==> src/rtl/date_pkg.sv <==
// Shared widths, encodings and helpers for the user date-setting controller.
package date_pkg;

    localparam int DAY_W  = 5;
    localparam int MON_W  = 4;
    localparam int YEAR_W = 12;
    localparam int DATE_W = 21;

    localparam logic [1:0] FIELD_NONE = 2'd0;
    localparam logic [1:0] FIELD_DAY  = 2'd1;
    localparam logic [1:0] FIELD_MON  = 2'd2;
    localparam logic [1:0] FIELD_YEAR = 2'd3;

    typedef enum logic [2:0] {
        ST_IDLE      = 3'd0,
        ST_EDIT_DAY  = 3'd1,
        ST_EDIT_MON  = 3'd2,
        ST_EDIT_YEAR = 3'd3,
        ST_COMMIT    = 3'd4,
        ST_PULSE     = 3'd5
    } state_e;

    typedef struct packed {
        logic [DAY_W-1:0]  day;
        logic [MON_W-1:0]  mon;
        logic [YEAR_W-1:0] year;
    } date_t;

    localparam date_t DATE_RST = '{day: 5'd1, mon: 4'd1, year: 12'd0};

    // Day is 5 bits wide, so only day 0 can be out of range on capture.
    function automatic date_t sanitize(input date_t d);
        date_t r;
        r = d;
        if (d.day == '0) r.day = 5'd1;
        if (d.mon == '0 || d.mon > 4'd12) r.mon = 4'd1;
        return r;
    endfunction

    // Step a 1..hi field by one, wrapping at both ends.
    function automatic logic [4:0] step_wrap(input logic [4:0] v, input logic [4:0] hi, input logic up);
        if (up) return (v >= hi) ? 5'd1 : v + 5'd1;
        else    return (v <= 5'd1) ? hi : v - 5'd1;
    endfunction

endpackage

==> src/rtl/month_len.sv <==
// Days in a month for a given year. DATE_CTRL_FULL_LEAP_EN selects the full
// Gregorian leap rule; otherwise every fourth year is leap, as in date_module.
module month_len
    import date_pkg::*;
(
    input  logic [MON_W-1:0]  month,
    input  logic [YEAR_W-1:0] year,
    output logic [DAY_W-1:0]  max_day
);

    logic leap;

`ifdef DATE_CTRL_FULL_LEAP_EN
    assign leap = ((year % 12'd400) == 12'd0) ||
                  ((year[1:0] == 2'b00) && ((year % 12'd100) != 12'd0));
`else
    assign leap = (year[1:0] == 2'b00);
`endif

    always_comb begin
        max_day = 5'd31;
        case (month)
            4'd2:                     max_day = leap ? 5'd29 : 5'd28;
            4'd4, 4'd6, 4'd9, 4'd11:  max_day = 5'd30;
            default:                  max_day = 5'd31;
        endcase
    end

endmodule

==> src/rtl/date_set_ctrl.sv <==
// User date-setting controller: capture, edit day/month/year, write back via date_ow.
// Leap rule chosen in month_len by DATE_CTRL_FULL_LEAP_EN.
module date_set_ctrl
    import date_pkg::*;
#(
    parameter int unsigned TIMEOUT_CYC = 1_000_000_000
) (
    input  logic              clk,
    input  logic              rst_n,
    input  logic [DATE_W-1:0] date_cur,
    input  logic              btn_set,
    input  logic              btn_up,
    input  logic              btn_down,
    output logic [DATE_W-1:0] date_set,
    output logic              date_ow,
    output logic [DATE_W-1:0] date_edit,
    output logic [1:0]        field,
    output logic              editing
);

    localparam int CNT_W = $clog2(TIMEOUT_CYC) + 1;

    state_e            state;
    date_t             edit;
    date_t             cur;
    logic [2:0]        btn_q;
    logic              set_p, up_p, dn_p, any_p, inc, dec;
    logic [CNT_W-1:0]  cnt;
    logic              timeout;
    logic [DAY_W-1:0]  max_day, day_c;

    assign cur     = date_t'(date_cur);
    assign set_p   = btn_set  & ~btn_q[2];
    assign up_p    = btn_up   & ~btn_q[1];
    assign dn_p    = btn_down & ~btn_q[0];
    assign any_p   = set_p | up_p | dn_p;
    assign inc     = up_p & ~dn_p & ~set_p;
    assign dec     = dn_p & ~up_p & ~set_p;
    assign timeout = (cnt == CNT_W'(TIMEOUT_CYC - 1));

    month_len u_len (
        .month   (edit.mon),
        .year    (edit.year),
        .max_day (max_day)
    );

    assign day_c     = (edit.day > max_day) ? max_day : edit.day;
    assign date_edit = edit;

    always_comb begin
        field = FIELD_NONE;
        case (state)
            ST_EDIT_DAY:  field = FIELD_DAY;
            ST_EDIT_MON:  field = FIELD_MON;
            ST_EDIT_YEAR: field = FIELD_YEAR;
            default:      field = FIELD_NONE;
        endcase
        editing = (field != FIELD_NONE);
    end

    always_ff @(posedge clk or negedge rst_n) begin
        if (!rst_n) begin
            state    <= ST_IDLE;
            edit     <= DATE_RST;
            date_set <= DATE_RST;
            date_ow  <= 1'b0;
            btn_q    <= '0;
            cnt      <= '0;
        end else begin
            btn_q <= {btn_set, btn_up, btn_down};
            case (state)
                ST_IDLE: begin
                    cnt <= '0;
                    if (set_p) begin
                        edit  <= sanitize(cur);
                        state <= ST_EDIT_DAY;
                    end
                end
                ST_EDIT_DAY, ST_EDIT_MON, ST_EDIT_YEAR: begin
                    cnt <= any_p ? '0 : cnt + 1'b1;
                    if (set_p) begin
                        case (state)
                            ST_EDIT_DAY: state <= ST_EDIT_MON;
                            ST_EDIT_MON: state <= ST_EDIT_YEAR;
                            default: begin
                                // Loaded on entry to COMMIT so date_set settles a cycle before date_ow.
                                date_set <= {day_c, edit.mon, edit.year};
                                state    <= ST_COMMIT;
                            end
                        endcase
                    end else if (inc | dec) begin
                        case (state)
                            ST_EDIT_DAY: edit.day <= step_wrap(edit.day, 5'd31, inc);
                            ST_EDIT_MON: edit.mon <= MON_W'(step_wrap({1'b0, edit.mon}, 5'd12, inc));
                            default:     edit.year <= inc ? edit.year + 1'b1 : edit.year - 1'b1;
                        endcase
                    end else if (!any_p && timeout) begin
                        state <= ST_IDLE;
                    end
                end
                ST_COMMIT: begin
                    cnt      <= '0;
                    date_set <= {day_c, edit.mon, edit.year};
                    date_ow  <= 1'b1;
                    state    <= ST_PULSE;
                end
                ST_PULSE: begin
                    cnt     <= '0;
                    date_ow <= 1'b0;
                    state   <= ST_IDLE;
                end
                default: begin
                    cnt     <= '0;
                    date_ow <= 1'b0;
                    state   <= ST_IDLE;
                end
            endcase
        end
    end

endmodule
==> config.mk <==
export PLATFORM = sky130hd
export DESIGN_NAME = date_set_ctrl
export DESIGN_NICKNAME = d
export VERILOG_FILES = /design/src/rtl/date_pkg.sv /design/src/rtl/month_len.sv /design/src/rtl/date_set_ctrl.sv
export SDC_FILE = /design/constraint.sdc
export NUM_CORES = 1
export LEC_CHECK = 0
export BUFFER_PORTS_ARGS = -buffer_cell sky130_fd_sc_hd__buf_4
export CORE_ASPECT_RATIO = 1.2
export CORE_MARGIN = 2
export CORE_UTILIZATION = 55
export CTS_CLUSTER_SIZE = 40
export DETAILED_ROUTE_END_ITERATION = 12
export GPL_ROUTABILITY_DRIVEN = 0
export PLACE_DENSITY_LB_ADDON = 0.08
export SLEW_MARGIN = 20
export SYNTH_ARGS = -nofsm -noshare
export SYNTH_HDL_FRONTEND = slang
export SYNTH_SLANG_ARGS = --single-unit
==> constraint.sdc <==
create_clock -name clk -period 4.6 [get_ports clk]
set_input_delay 0 -clock clk [delete_from_list [all_inputs] [get_ports clk]]
set_output_delay 0 -clock clk [all_outputs]
set_load 0.02 [all_outputs]
### Yosys cells after proc, flatten, opt, wreduce, memory -nomap -nowiden

Cells that the tools add are included.

| cells by class | value |
|---|---|
| $add $sub $neg | 7 |
| div/mod/pow operators | 0 |
| multiply operators | 0 |
| magnitude comparators | 6 |
| shift-type cells | 0 |
| bitwise gates (word level) | 16 |
| equal/unequal tests | 19 |
| reductions and logical operators | 19 |
| muxes and demuxes | 32 |

Operators with widths:

| cell | number |
|---|---|
| 21-bit 2-to-1 mux | 5 |
| 21-bit one-hot mux with 2 select lines | 2 |
| 31-bit 2-to-1 mux | 2 |
| 31-bit by 1-bit adder with 31-bit output, second input constant | 1 |
| 31-bit by 30-bit equality test with 1-bit output, second input constant | 1 |
| 5-bit 2-to-1 mux | 6 |
| 12-bit 2-to-1 mux | 2 |
| 4-bit 2-to-1 mux | 5 |
| 5-bit AND reduction | 3 |
| 2-bit inequality test, second input constant | 7 |
| 12-bit by 1-bit adder with 12-bit output, second input constant | 1 |
| 3-bit 2-to-1 mux | 4 |
| 12-bit by 1-bit subtractor with 12-bit output, second input constant | 1 |
| 5-bit one-hot mux with 2 select lines | 1 |
| 3-bit one-hot mux with 3 select lines | 1 |
| 4-bit by 3-bit equality test with 1-bit output, second input constant | 2 |
| 4-bit equality test, second input constant | 2 |
| 4-bit OR reduction | 2 |
| 1-bit bitwise AND | 7 |
| 3-bit by 2-bit equality test with 1-bit output, second input constant | 2 |
| 3-bit inequality test, second input constant | 2 |
| 1-bit inverter | 6 |
| 2-bit one-hot mux with 3 select lines | 1 |
| 3-bit one-hot mux with 2 select lines | 1 |
| 27 further kinds | 32 |

| storage, ports and cells | value |
|---|---|
| output and inout port bits | 46 |
| logic and storage cells | 107 |
| bits of input ports | 26 |
| latch bits | 0 |
| register bits after elaboration | 80 |
| memory bits (writable) | 0 |
| memories | 0 |
| ROM bits | 0 |

### Longest topological paths before layout

Gate-level depths: netlist (run 1).

| logic depth | value |
|---|---|
| depth after elaboration | 10 |
| depth in mapped cells | 12 |
| gate-level depth less buffers | 12 |

### By module

A second synthesis (run 1) with hierarchy kept.

| second synthesis, totals | value |
|---|---|
| cells, all modules | 539 |
| area total of the unflattened synthesis | 4848.4 sq um |

Modules (own cells, without submodules):

| module | times used | seq. area each (sq um) | cells an instance | area an instance (sq um) |
|---|---|---|---|---|
| date_set_ctrl | 1 | 2006.9 | 529 | 4775.8 |
| month_len | 1 | 0.0 | 10 | 72.6 |

### Least setup slack after synthesis (run 1)

Ideal clock, no wire load.

| timing | value |
|---|---|
| path kind | reg2reg |
| start | reg btn_q[1] |
| end | reg date_edit[8] (netlist name) |
| clock period less this slack | 2815 ps |
| setup time | 83 ps |
| path buffers | 1 |
| arrival | 2732 ps |
| data required time | 4517 ps |
| cell stages (with the launch flop) | 12 |
| slack | 1785 ps |
| cells stage by stage | dfrtp_1 nor2b_4 nor3b_4 inv_4 buf_2 fa_1 a211oi_1 o21bai_1 a2111oi_0 nor3_1 xnor2_1 o21ai_0 |

| between the ends | value |
|---|---|
| longest elaborated chain between the ends | 9 |
| elaborated cells on any way between the ends | 15 |
| those cells by class | 1 x eq/ne; 5 x mux; 8 x bitwise; 1 x reduce/logical |

Ends and longest elaborated chain:

| item | line | source |
|---|---|---|
| start: declaration | date_set_ctrl.sv:26 | `logic [2:0] btn_q;` |
| start signal: assignment | date_set_ctrl.sv:70 | `btn_q <= {btn_set, btn_up, btn_down};` |
| 1-bit inverter * | date_set_ctrl.sv:34 | `assign up_p = btn_up & ~btn_q[1];` |
| 1-bit bitwise AND * | date_set_ctrl.sv:34 |  |
| 1-bit bitwise AND (2 in series) | date_set_ctrl.sv:37 | `assign inc = up_p & ~dn_p & ~set_p;` |
| 12-bit 2-to-1 mux | date_set_ctrl.sv:95 | `default: edit.year <= inc ? edit.year + 1'b1 : edit.year - 1'b1;` |
| 12-bit 2-to-1 mux | date_set_ctrl.sv:92 | `case (state)` |
| 21-bit 2-to-1 mux | date_set_ctrl.sv:91 | `end else if (inc \| dec) begin` |
| 21-bit 2-to-1 mux | date_set_ctrl.sv:81 | `if (set_p) begin` |
| 21-bit one-hot mux with 2 select lines | date_set_ctrl.sv:71 | `case (state)` |

Mark *: on every way between the ends. The rest lies on a longest branch, timed or not. The select of a mux whose other input is x is not followed.
A chain may end at the register's enable or synchronous reset.

### Final worst setup path (run 1)

| timing | value |
|---|---|
| start | reg btn_q[1] |
| end | reg date_edit[8] (netlist name) |

| between the ends | value |
|---|---|
| longest elaborated chain between the ends | 9 |
| elaborated cells on any way between the ends | 15 |
| those cells by class | 1 x eq/ne; 5 x mux; 8 x bitwise; 1 x reduce/logical |

Ends and longest elaborated chain:

| item | line |
|---|---|
| 1-bit inverter * | date_set_ctrl.sv:34 |
| 1-bit bitwise AND * | date_set_ctrl.sv:34 |
| 1-bit bitwise AND (2 in series) | date_set_ctrl.sv:37 |
| 12-bit 2-to-1 mux | date_set_ctrl.sv:95 |
| 12-bit 2-to-1 mux | date_set_ctrl.sv:92 |
| 21-bit 2-to-1 mux | date_set_ctrl.sv:91 |
| 21-bit 2-to-1 mux | date_set_ctrl.sv:81 |
| 21-bit one-hot mux with 2 select lines | date_set_ctrl.sv:71 |

Marks and branches as above.

==> results of run 1 <==
==> metal layers <==
layer / vias up / track usage
met5: - / 0
met2: 89 / 0.407
met3: 19 / 0.0537
met4: 0 / 0.0779
met1: 1898 / 0.299
li1: 1938 / -
==> synthesized netlist by cell type, types with 2 or more instances <==
cell / number / area [µm²]
dfrtp_1: 76 / 1900
nor2_1: 69 / 259
nand2_1: 38 / 143
o21ai_0: 32 / 160
ha_1: 22 / 275
a21oi_1: 21 / 105
nand3_1: 21 / 105
mux2_2: 20 / 225
inv_1: 19 / 71.3
xnor2_1: 17 / 149
xor2_1: 17 / 149
nor3_1: 16 / 80.1
a31oi_1: 11 / 68.8
buf_2: 11 / 55.1
nand4_1: 10 / 62.6
clkbuf_1: 9 / 33.8
o211ai_1: 6 / 45.0
or3_1: 6 / 37.5
and3_1: 5 / 31.3
dfstp_2: 4 / 105
a211oi_1: 3 / 22.5
a21o_1: 3 / 22.5
mux2i_1: 3 / 30.0
nor2b_1: 3 / 18.8
nor3b_1: 3 / 22.5
nor4b_1: 3 / 26.3
o21bai_1: 3 / 22.5
a2111oi_0: 2 / 17.5
a221oi_1: 2 / 17.5
a41oi_1: 2 / 17.5
and2_1: 2 / 12.5
and4_1: 2 / 17.5
nor2b_4: 2 / 27.5
nor4_1: 2 / 12.5
o21a_1: 2 / 15.0
o31ai_1: 2 / 15.0
o41ai_1: 2 / 17.5
==> power by group through the flow <==
stage | logic [mW] | registers (mW) | clock network [mW]
detailed placement | 1.88 | 1.19 | 0
finish | 1.90 | 1.18 | 0.653
CTS | 1.90 | 1.17 | 0.663
global route | 2.12 | 1.21 | 0.693
floorplan | 1.15 | 1.31 | 0
global placement | 1.83 | 1.17 | 0
==> flip-flops by register name, indices dropped and copies added, names as in the netlist <==
signal,flops
cnt,31
state,3
date_set,21
btn_q,3
date_ow,1
date_edit,21
==> worst max-delay path: stages, from the launching register on <==
cell	delay, ns
dfrtp_1	0.40
nor2b_4	0.13
nor3b_4	0.45
inv_4	0.22
fa_1	0.47
a211oi_1	0.29
o21bai_1	0.18
a2111oi_0	0.50
nor3_1	0.14
xnor2_1	0.14
o21ai_0	0.15
==> stage by stage <==
step / utilization / hold WS [ns] / setup WS [ns]
after floorplan: - / -0.296 / 1.79
after global placement: 0.645 / 0.126 / 1.67
after detailed placement: 0.645 / 0.126 / 1.53
after CTS: 0.700 / 0.00916 / 1.49
after global routing: 0.702 / 0.0229 / 1.17
final: 0.702 / 0.0163 / 1.45
==> worst min path at each step <==
stage                     slack, ns       endpoint         start  cells after the start
after CTS                     0.009  date_edit[10]  date_cur[10]                      3
after global placement         0.13       btn_q[2]       btn_set                      1
after detailed placement       0.13       btn_q[2]       btn_set                      1
after floorplan               -0.30       btn_q[0]         rst_n                      0
final                          0.02  date_edit[10]  date_cur[10]                      3
after global routing           0.02  date_edit[10]  date_cur[10]                      3
==> final cells by class <==
type / instances / area, µm² / area share
clock buffers: 11 / 151 / 0.0263
clock inverters: 5 / 103 / 0.0178
inverters: 20 / 77.6 / 0.0135
multi-input cells: 377 / 2520 / 0.438
flip-flops and latches: 80 / 2010 / 0.349
well taps: 114 / 143 / 0.0248
repair buffers: 93 / 752 / 0.131
==> kinds of logic after synthesis <==
family          count (synthesis)  synth area share
simple gates                  192             0.206
compound gates                103             0.140
flops                          80             0.428
buf+inv                        41            0.0371
xor+xnor                       34            0.0634
mux                            25            0.0624
fa+ha+maj                      23            0.0629
==> summary.md, run 1 <==
| Metric | Value |
|---|---|
| Status | finished, final reports clean |
| IO Count | 72 |
| RR Endpoint | date_edit[8] |
| R2R setup slack | 1.45 ns |
| Setup crit start | btn_q[1] |
| Vias per inst | 5.63 |
| Clk root buf | clkbuf_8 |
| Final Skew | 0.00947 ns |
| Starting Density | 0.572 |
| Met1 Wirelength | about 4400 µm |
| Slew Limit Fails | 0 |
| Critical path class | register to register |
| Syn Area/Cell | 9.42 µm² |
| CP Capture Type | register |
| Die H | 105 µm |
| RSZ-0062 raised after global routing | no |
| Slew headroom | 0.325 |
| Reg2Reg Depth | 10 |
| Die width | 88.3 µm |
| Sequential Power Share | 0.315 |
| Synth Net Count | between 500 and 600 |
| GRT Overall Usage | 0.240 |
| DR iter-0 viols | 282 |
| Final hold vios | 0 |
| Vias in the first global route | 3815 |
| CTS tree | yes |
| Switching power share of the total | 0.427 |
| Tcrit/Tclk final | 0.684 |
| Post-synthesis async set-or-reset flop share | 1.00 |
| Die ar. | around 9300 µm² |
| Post-synth top flop | dfrtp_1 |
| Routed wl met2 | 5400 µm |
| Commonest non-fill, non-tap cell in the layout | dfrtp_1 |
| Max IR drop VDD | around 250 µV |
| GR Overflow Total | 0 |
| Ys Warns | 0 |
| Seq/Total Area, Yosys | 0.428 |
| Final min period | 3.15 ns |
| Max_cap viols | 0 |
| Layout fillers | 667 |
| Drt drc | 0 |
| Layout cell share with drive strength beyond 1 | 0.218 |
| Top sig layer | met4 |
| Post-synth cell types | 64 |
| Hold Buf Count CTS | 20 |
| Clock Tree Buf Depth | 2 |
| Met3 routed WL | 412 µm |
| Num rows | 36 |
| Worst skew pair latency | 0.36 ns |
| Cells after Synth | 498 |
| CP Max Fanout | 23 |
| Total number of vias | 3944 |
| Layout Cells excl Fill | 700 |
| Post-Synthesis Cell Area | 4690 µm² |
| Post-CTS setup buffers | 0 |
| FMAX | 0.318 GHz |
| Dpl hpwl | around 7000 µm |
| Clk pwr share | 0.175 |
| Clock Sinks | 80 |
| Setup violators final | 0 |
| Pleak | 2.52 nW |
| Post-CTS Resized | 0 |
| CP Data Required Time | 4.89 ns |
| Antenna diodes | 0 |
| Clock-pin slew on the worst setup and hold paths | about 0.08 ns |
| Setup_tns | 0 ns |
| Worst hold path type | primary input to register |
| Yosys reg bits | 80 |
| Area grow syn2layout | 22.6% |
| R2R Path Start | btn_q[1] |
| EDFF count, synth | 0 |
| Nets | 630 |
| Wire length per cell | roughly 15 µm |
| Measured slew at the worst slew-check pin | 1.01 ns |
| Placed Cells | about 660 |
| Pre-antenna DRT Iters | 4 |
| Crit path to | date_edit[8] |
| H-tree levels | 3 |
| WP data arrival | 3.43 ns |
| CTS buffer count | 9 |
| Core ar. | 8200 µm² |
| Critical Path Start Type | register |
| Most frequent cells in the layout | dfrtp_1, buf_4, nor2_1 |
| PortBufs | 71 |
| Final Instance Area | between 5000 and 6000 µm² |
| Pwr Density | 649 nW/µm² |
| Total wire length | 10500 µm |
| DRT antenna net count | 0 |
| Psw | approximately 1.6 mW |
| Comb pwr share | 0.510 |
| Global-route wire length before repair | 17500 µm |
| Largest net degree at the start of global routing | 81 |
| Area after DPL | 5290 µm² |
| P_int | 2.14 mW |
| Initial antenna violation count | 0 |
| Power Total | around 3.7 mW |
Note: power is estimated with default switching activity, not from simulation.
==> inputs of run 2 (changes only) <==
--- a/config.mk
+++ b/config.mk
@@ -5,6 +5,7 @@
 export SDC_FILE = /design/constraint.sdc
 export NUM_CORES = 1
 export LEC_CHECK = 0
+export ABC_AREA = 1
 export BUFFER_PORTS_ARGS = -buffer_cell sky130_fd_sc_hd__buf_4
 export CORE_ASPECT_RATIO = 1.2
 export CORE_MARGIN = 2
==> constraint.sdc (replaced) <==
create_clock -name clk -period 3.25 [get_ports clk]
set_input_delay 0 -clock clk [delete_from_list [all_inputs] [get_ports clk]]
set_output_delay 0 -clock clk [all_outputs]
set_load 0.02 [all_outputs]
==> run 2 against run 1 <==
Synthesized cell count is 56% higher. Final area increased by 11%. Fmax is 15% higher. Wire length up 33%. Clock skew decreased by 0.0019 ns. Sequential power grew 38%. Setup slack worse by 0.94 ns.
==> summary.md, run 2 <==
| Metric | Value |
|---|---|
| Area share of the leading cell type in the synthesized netlist | 0.355 (-0.0503) |
| RSZ-0062 raised after global routing | no |
| Critical Path Start Type | register |
| Post-Synthesis Cell Area | 5360 µm² (+14%) |
| Post-synth cell types | 43 (-33%) |
| Post-synthesis async set-or-reset flop share | 1.00 (unchanged) |
| GRT Overall Usage | 0.278 (+0.0377) |
| Seq/Total Area, Yosys | 0.375 (-0.0531) |
| Footprint of the multi-input gates | 2890 µm² (+15%) |
| CP max stage delay | 0.64 ns (+0.14 ns) |
| Measured slew at the worst slew-check pin | 0.740 ns (-0.273 ns) |
| Count leader, synth | nand2_1 |
| Area after DPL | 5950 µm² (+12%) |
| CTS tree | yes |
| Post-synthesis mux area share | 0.00374 (-0.0586) |
| Clock-pin slew on the worst setup and hold paths | 0.06 ns (-0.02 ns) |
| Commonest non-fill, non-tap cell in the layout | nand2_1 |
| Final min period | 2.74 ns (-0.409 ns) |
| Largest register FFs | 31 (unchanged) |
| Slew headroom | 0.507 (+0.182) |
| Drt drc | 0 (unchanged) |
| Synth cell count leaders | nand2_1, nor2_1, inv_1 |
| DR iter-0 viols | 305 (+8.2%) |
| Most frequent cells in the layout | nand2_1, nor2_1, inv_1 |
| CP Capture Type | register |
| Layout fillers | 854 (+28%) |
| Hold slack | 0.0199 ns (+0.00360 ns) |
| Pleak | 3.23 nW (+28%) |
| Slowest CP cell | ha_1 |
| Vias per inst | 5.37 (-4.8%) |
| Power Total | 5.69 mW (+52%) |
| Layout Cells excl Fill | 986 (+41%) |
| CP Max Fanout | 14 (-39%) |
| Clock Sinks | 80 (unchanged) |
| Final Instance Area | 6400 µm² (+11%) |
| Area grow syn2layout | 19.5% |
| Slew Limit Fails | 0 (unchanged) |
| Sequential cell area | 2010 µm² (unchanged) |
| CTS buffer count | 9 (unchanged) |
| Setup_tns | 0 ns (unchanged) |
| Global-route wire length before repair | 23400 µm (+34%) |
| Max IR drop VDD | 589 µV (+130%) |
| WP data arrival | 2.97 ns (-0.46 ns) |
| Post-synthesis compound-gate area fraction | 0.0794 (-0.0608) |
| Die H | 112 µm (+6.6%) |
| Total wire length | 13900 µm (+33%) |
| Layout cell share with drive strength beyond 1 | 0.147 (-0.0713) |
| Ys Warns | 0 (unchanged) |
| Max_cap viols | 0 (unchanged) |
| Final Skew | 0.00753 ns (-0.00195 ns) |
| GR Overflow Total | 0 (unchanged) |
| Status | finished, final reports clean |
| Place WS | 0.566 ns (-0.961 ns) |
| Critical path class | register to register |
| Dpl hpwl | 10100 µm (+40%) |
| Synth Area in XOR/XNOR | 0.0147 (-0.0487) |
| Final Util | 0.673 (-0.0287) |
| Crit path cell chain | nor2_1 > nand3_1 > ha_1 > or2_2 > nand2_1 > o21ai_0 > xor2_1 > nand2_1 > nand2_1 > nand2_1 |
| Pwr Density | 889 nW/µm² (+37%) |
| Final hold vios | 0 (unchanged) |
| Area contributors post-synth | dfrtp_1, nand2_1, nor2_1 |
| Cells after Synth | 775 (+56%) |
| Clk root buf | clkbuf_16 |
| Pre-antenna DRT Iters | 5 (+1) |
| Largest net degree at the start of global routing | 81 (unchanged) |
| IO Count | 72 (unchanged) |
| Clock Tree Buf Depth | 2 (unchanged) |
| H-tree levels | 3 (unchanged) |
| Total number of vias | 5290 (+34%) |
| PnR worst setup slack | 0.512 ns (-0.941 ns) |
| Synth Net Count | 824 (+51%) |
| Nets | 907 (+44%) |
| Initial antenna violation count | 0 (unchanged) |
| Placed Cells | 955 (+44%) |
| Post-synthesis adder-cell area fraction | 0.0551 (-0.00781) |
| Synth Area in Simple Gates | 0.386 (+0.180) |
| EDFF count, synth | 0 (unchanged) |
| Core ar. | 9520 µm² (+16%) |
| Worst hold path type | primary input to register |
| Die width | 94.1 µm (+6.5%) |
| Top cell type by total area after synthesis | dfrtp_1 |
| Worst skew pair latency | 0.34 ns (-0.02 ns) |
| Tcrit/Tclk final | 0.843 (+0.158) |
| Vias in the first global route | 5182 (+36%) |
| FMAX | 0.365 GHz (+15%) |
| Combinational family with the most area after synthesis | simple AND/OR/NAND/NOR gates |
| CP Data Required Time | 3.48 ns (-1.41 ns) |
| Setup violators final | 0 (unchanged) |
| Die ar. | 10600 µm² (+14%) |
| Starting Density | 0.563 (-0.00931) |
| DRT antenna net count | 0 (unchanged) |
| Wire length per cell | 14.1 µm (-5.4%) |
| Syn Area/Cell | 6.91 µm² (-27%) |
| Crit path top cell by count | nand2_1 |
| Largest reg by FF count | cnt |
| Yosys reg bits | 80 (unchanged) |
| Post-synth top flop | dfrtp_1 |
| PortBufs | 71 (unchanged) |
| Antenna diodes | 0 (unchanged) |
| Num rows | 39 (+8.3%) |
## run 2: changes by cell type after synthesis, moves of 6 or more
cell | before | now
inv_1 | 19 | 86
nor2_2 | 0 | 11
a31oi_1 | 11 | 0
xnor2_1 | 17 | 1
nor2_1 | 69 | 106
clkbuf_1 | 9 | 3
or3_1 | 6 | 0
xor2_1 | 17 | 8
nand2_1 | 38 | 230
mux2_2 | 20 | 0
nand3_1 | 21 | 77
o21ai_0 | 32 | 39
## run 2: path summary, 6_finish.rpt
| path | start | endpoint | slack [ns] | cells past startpoint |
|---|---|---|---|---|
| max in group asynchronous | rst_n | date_set[11] | 2.47 | 2 |
| hold / removal | date_cur[7] | date_edit[7] | 0.02 | 5 |
| hold reg to reg | cnt[0] | cnt[0] | 0.47 | 1 |
| setup reg to reg | btn_q[1] | date_edit[5] | 0.51 | 10 |
| setup / recovery | btn_q[1] | date_edit[5] | 0.51 | 10 |
| min in group asynchronous | rst_n | cnt[22] | 0.28 | 2 |
## run 2: area by class of cell
cell class              instances  area share
inverters                      93      0.0549
well taps                     123      0.0240
clock buffers                  13      0.0406
flip-flops and latches         80       0.313
clock inverters                 3     0.00664
repair buffers                 88       0.110
multi-input cells             586       0.451
## run 2: report_power, final
group	internal (mW)	switching, mW
registers	1.30	0.334
logic	1.11	1.91
clock network	0.637	0.412
## run 2: logic make-up after synthesis
logic type | count (synthesis)
and+or+nand+nor | 474
buffers and inverters | 109
DFF | 80
AOI/OAI and AO/OA | 78
adders and majority gates | 23
xor gates and xnor gates | 9
muxes | 2
## run 2: routing by layer
metal	part of all wire	GRT usage	up-vias
li1	-	-	2641
met1	0.40	0.321	2434
met2	0.51	0.480	173
met3	0.047	0.0503	42
met4	0.041	0.154	0
met5	0	0	-
## run 2: timing repair
item                                   4_1_cts  5_1_grt
setup buffers                                0        0
endpoints found under the hold margin       89        0
gates resized for setup                      0        0
hold buffers                                15        0
## run 2: worst max-delay path: cells and delay by family, from the launching register on
family	cells	cell delay (ns)
flops	1	0.38
xor+xnor	1	0.14
simple gates	7	1.36
compound gates	1	0.10
fa+ha+maj	1	0.64
